File: src/rtl/rf_wb_arbiter.sv
// Register-file write-port arbiter between pipeline (P) and long-latency (L) writeback,
// with a pending-destination scoreboard for RAW/WAW issue stalls.
module rf_wb_arbiter #(
  parameter int unsigned XLEN         = 32,
  parameter int unsigned NREG         = 32,
  parameter int unsigned AW           = 5,
  parameter int unsigned STARVE_LIMIT = 4
) (
  input  logic            clk,
  input  logic            resetn,
  input  logic            p_valid,
  output logic            p_ready,
  input  logic [AW-1:0]   p_rd,
  input  logic [XLEN-1:0] p_data,
  input  logic            l_valid,
  output logic            l_ready,
  input  logic [AW-1:0]   l_rd,
  input  logic [XLEN-1:0] l_data,
  input  logic            sb_set,
  input  logic [AW-1:0]   sb_rd,
  input  logic [AW-1:0]   chk_rs1,
  input  logic [AW-1:0]   chk_rs2,
  input  logic [AW-1:0]   chk_rd,
  output logic            hazard,
  output logic            sb_err,
  output logic            rf_we,
  output logic [AW-1:0]   rf_rd,
  output logic [XLEN-1:0] rf_wdata
);

  localparam int unsigned CW = $clog2(STARVE_LIMIT + 1);

  logic [CW-1:0]   starve_q, starve_d;
  logic            rf_we_q, rf_we_d;
  logic [AW-1:0]   rf_rd_q, rf_rd_d;
  logic [XLEN-1:0] rf_wdata_q, rf_wdata_d;
  logic            out_is_l_q, out_is_l_d;
  logic [NREG-1:0] pending_q, pending_d;
  logic            sb_err_q, sb_err_d;

  logic force_l, p_xfer, l_xfer, sb_setv, sb_clr;

  assign force_l = (starve_q == CW'(STARVE_LIMIT));
  assign p_ready = !force_l;
  assign l_ready = force_l | !p_valid;
  assign p_xfer  = p_valid & p_ready;
  assign l_xfer  = l_valid & l_ready;

  // The committing L write frees its destination on the same edge the regfile writes.
  assign sb_clr  = rf_we_q & out_is_l_q;
  assign sb_setv = sb_set & (sb_rd != '0);

  always_comb begin
    starve_d   = starve_q;
    rf_we_d    = 1'b0;
    rf_rd_d    = rf_rd_q;
    rf_wdata_d = rf_wdata_q;
    out_is_l_d = out_is_l_q;
    pending_d  = pending_q;
    sb_err_d   = sb_err_q;

    if (l_xfer || !l_valid) begin
      starve_d = '0;
    end else if (!force_l) begin
      starve_d = starve_q + CW'(1);
    end

    if (p_xfer) begin
      rf_we_d    = (p_rd != '0);
      rf_rd_d    = p_rd;
      rf_wdata_d = p_data;
      out_is_l_d = 1'b0;
    end else if (l_xfer) begin
      rf_we_d    = (l_rd != '0);
      rf_rd_d    = l_rd;
      rf_wdata_d = l_data;
      out_is_l_d = 1'b1;
    end

    if (sb_clr) begin
      pending_d[rf_rd_q] = 1'b0;
    end
    if (sb_setv) begin
      if (pending_q[sb_rd] && !(sb_clr && (rf_rd_q == sb_rd))) begin
        sb_err_d = 1'b1;
      end
      pending_d[sb_rd] = 1'b1;
    end
    pending_d[0] = 1'b0;
  end

  always_ff @(posedge clk or negedge resetn) begin
    if (!resetn) begin
      starve_q   <= '0;
      rf_we_q    <= 1'b0;
      rf_rd_q    <= '0;
      rf_wdata_q <= '0;
      out_is_l_q <= 1'b0;
      pending_q  <= '0;
      sb_err_q   <= 1'b0;
    end else begin
      starve_q   <= starve_d;
      rf_we_q    <= rf_we_d;
      rf_rd_q    <= rf_rd_d;
      rf_wdata_q <= rf_wdata_d;
      out_is_l_q <= out_is_l_d;
      pending_q  <= pending_d;
      sb_err_q   <= sb_err_d;
    end
  end

  assign hazard   = pending_q[chk_rs1] | pending_q[chk_rs2] | pending_q[chk_rd];
  assign sb_err   = sb_err_q;
  assign rf_we    = rf_we_q;
  assign rf_rd    = rf_rd_q;
  assign rf_wdata = rf_wdata_q;

endmodule

File: config.mk
export PLATFORM = sky130hd
export DESIGN_NAME = rf_wb_arbiter
export DESIGN_NICKNAME = d
export VERILOG_FILES = /design/src/rtl/rf_wb_arbiter.sv
export SDC_FILE = /design/constraint.sdc
export NUM_CORES = 1
export LEC_CHECK = 0
export CAP_MARGIN = 20
export CORE_ASPECT_RATIO = 0.6
export CORE_MARGIN = 8
export CORE_UTILIZATION = 51
export CTS_CLUSTER_DIAMETER = 80
export DETAILED_ROUTE_END_ITERATION = 8
export HOLD_SLACK_MARGIN = 0.06
export PLACE_DENSITY_LB_ADDON = 0.1
export SLEW_MARGIN = 25
export SYNTH_ARGS = -nofsm -noshare
export SYNTH_HDL_FRONTEND = slang
export SYNTH_SLANG_ARGS = --single-unit
File: constraint.sdc
create_clock -name clk -period 5.2 [get_ports clk]
set_clock_uncertainty 0.2 [all_clocks]
set_input_delay 1.04 -clock clk [delete_from_list [all_inputs] [get_ports clk]]
set_output_delay 1.04 -clock clk [all_outputs]
set_load 0.01 [all_outputs]
==> summary.txt <==
Critical path
  – Crit path max fanout: 4
  – Crit start category: input port
  – Cell mode on critical path: clkdlybuf4s50_1
  – Crit-path cells: clkdlybuf4s50_1 > mux4_2 > mux2i_1 > o22ai_1 > nor3_1 > nand3_1 > clkdlybuf4s50_1
  – Slowest cell on crit path: clkdlybuf4s50_1
  – Worst Setup Path Type: in2out
  – CP Capture Type: output pin
  – Worst path required time: a little under 4 ns
  – Worst EP arrival: 3.55 ns
  – CP peak stage delay: 0.67 ns

Place
  – I/O Buffers: 140
  – Placed insts: 648
  – Post-DP HPWL: 11.06 mm
  – Area post-placement: 5792 um^2
  – Placer Congestion: roughly 1

Yosys
  – Synthesized cell area: 4393 um^2
  – Synth Area per Inst: ~10 um^2
  – Top post-synthesis cells by count: 102 x o21ai_0, 74 x dfrtp_1, 48 x nand2_1
  – Synth Instances: 423
  – Post-Syn Nets: 524
  – Count leader, synth: o21ai_0
  – EDFF count, synth: 0
  – Area leader, netlist: dfrtp_1
  – Syn. warnings: 0
  – Sequential share of the synthesized area: 42.15%
  – Synth Flop Type: dfrtp_1
  – Async SR Flop Fraction: 100.0%
  – Count of cell types in the netlist: 39
  – Synth top area share: 42.15%
  – Synth area leaders: dfrtp_1 42%, mux4_2 14%, o21ai_0 12%, mux2i_1 9.1%, nand2_1 4.1%
  – Register bit total from synthesis: 74

Floorplan
  – Top-level port count: 141
  – Initial core utilization: 52.14%
  – Core box area: 8426 um^2
  – Die X: 135.8 um
  – Die height: 87.89 um
  – Die Area: 11,940 um^2
  – Row Count: 26

STA
  – Actual transition at the worst max-transition pin: around 0.8 ns
  – Final Setup Violations: 0
  – Fmax achieved: roughly 210 MHz
  – Fin crit period: between 4 and 5 ns
  – Headroom to the max-slew limit: 45.36%
  – Final clock period utilization by the worst path: 92.18%
  – Final hold vios: 0
  – RSZ-0062 raised after global routing: no
  – Setup TNS: 0 ns
  – Fin. max-slew vios: 0

Cells and area
  – # diodes: 0
  – Nets: 648
  – Share of cells above drive strength 1: roughly a tenth
  – Area delta synth->final: 39.16%
  – Post-route insts no fill: 664
  – Fillers: 609
  – Final non-filler cell area: around 6100 um^2

CTS
  – Num CTS Buffers: 9
  – CTS tree: done
  – Clk buf depth: 2
  – Cts repair resizes: 0
  – Worst-path clk slew: 0.06 ns
  – Clock Sinks: 74
  – Hold_buf cts: 0
  – Worst-Skew Late Latency: 0.34 ns
  – Root Buffer Master: clkbuf_16
  – Post-CTS setup buffers: 0
  – H-tree depth: 3

Routing
  – First-iteration detailed-routing DRC count: 374
  – Drt total wl: 14.72 mm
  – Routed Antenna Nets: 0
  – Drt pass-1 iters: 5
  – WL per Instance: 22.16 um
  – Vias/cell: a little over 6
  – Total number of vias: 4,066
  – Drt drc: 0

GRT
  – First-pass GRT wire length: 22.73 mm
  – Largest net degree at the start of global routing: 80
  – GRT Total Usage: 24.71%
  – Gr ovfl total: 0
  – Vias in the first global route: around 4,100
  – Initial antenna violation count: 0

Power and ir drop
  – Leak: 2.398 nW
  – Power after layout: 1.934 mW
  – Max VDD drop: 229.5 uV
  – P per Cell Area: 316.3 nW/um^2

Worst hold path
  – Type of the worst min-delay path: reg2reg

Flow run
  – Max-Cap Viols: 0

Outcome
  – Status: complete, no violations
[path summary, 6_finish.rpt]
check | from | to | slack, ns | depth (start not counted)
min in group asynchronous | resetn | rf_wdata[12] | 0.50 | 1
worst max register to register | starve_q[0] | rf_we | 3.16 | 7
worst min-delay path | starve_q[0] | starve_q[0] | 0.26 | 1
worst min register to register | starve_q[0] | starve_q[0] | 0.26 | 1
max in group asynchronous | resetn | pending_q[5] | 3.49 | 2
worst max-delay path | chk_rs2[1] | hazard | 0.41 | 7
[critical path, delay by kind of cell]
kind / cells / cell delay, ns
buf+inv: 2 / 1.16
mux: 2 / 0.88
simple gates: 2 / 0.33
compound gates: 1 / 0.13
[logic make-up after synthesis]
kind of cell / count (synthesis) / synth area share (%)
AO/OA/AOI/OAI: 117 / 14.18
AND/OR/NAND/NOR: 110 / 12.76
flip-flops: 74 / 42.15
multiplexers: 72 / 24.49
buffers and inverters: 42 / 4.642
XOR/XNOR: 6 / 1.196
adder cells (fa/ha/maj): 2 / 0.5695
[layout by cell type, fill, tap and decap left out, types with 3 or more instances in the layout]
cell,synthesis,routed
nand2_1,48,48
nand4_1,4,4
o21ai_0,102,102
a221oi_1,3,3
nor2b_1,5,5
dfrtp_1,74,74
xnor2_1,5,5
o22ai_1,5,5
nand3b_1,9,9
clkdlybuf4s50_1,0,138
mux2_2,4,4
nor2_1,14,14
nand4b_1,4,4
inv_1,11,11
or3b_2,4,4
mux2i_1,40,40
nand3_1,6,6
mux4_2,28,28
buf_4,1,5
or3_1,4,4
clkbuf_16,0,9
[area by class of cell]
| type | instances | area [um^2] | share of cell area (%) |
|---|---|---|---|
| Multi-Input combinational cell | 307 | 2338 | 38.25 |
| Tap cell | 112 | 140.1 | 2.292 |
| Clock inverter | 7 | 93.84 | 1.535 |
| Timing Repair Buffer | 143 | 1419 | 23.21 |
| Clock buffer | 9 | 225.2 | 3.684 |
| Sequential cell | 74 | 1852 | 30.29 |
| Inverter | 12 | 45.04 | 0.7368 |
[power by group]
group          switching [mW]  internal [mW]  leakage [nW]  total [mW]
logic                   0.202          0.281          1.42       0.483
registers               0.124          0.662         0.826       0.786
clock network           0.246          0.419         0.151       0.665
[per-stage QoR]
| stage | hold slack (ns) | setup WS, ns | util [%] |
|---|---|---|---|
| 2_1_floorplan | 0.2296 | 1.741 | - |
| 3_3_place_gp | 0.2413 | 0.5008 | 68.71 |
| 3_5_place_dp | 0.2554 | 0.4823 | 68.74 |
| 4_1_cts | 0.2667 | 0.4823 | 72.53 |
| 5_1_grt | 0.2929 | 0.3388 | 72.56 |
| 6_report | 0.2620 | 0.4067 | 72.56 |
[routing by layer]
metal  global-route usage (%)  routed length, um
met1                    31.53               5824
met2                    38.38               6679
met3                    10.48               2053
met4                    5.511                158
met5                        0                  0
[sequential cells by signal, indices dropped and copies added, names as in the netlist]
| signal | flops |
|---|---|
| out_is_l_q | 1 |
| starve_q | 3 |
| pending_q | 31 |
| rf_wdata | 32 |
| sb_err | 1 |
| rf_we | 1 |
| rf_rd | 5 |
Note: power is estimated with default switching activity, not from simulation.
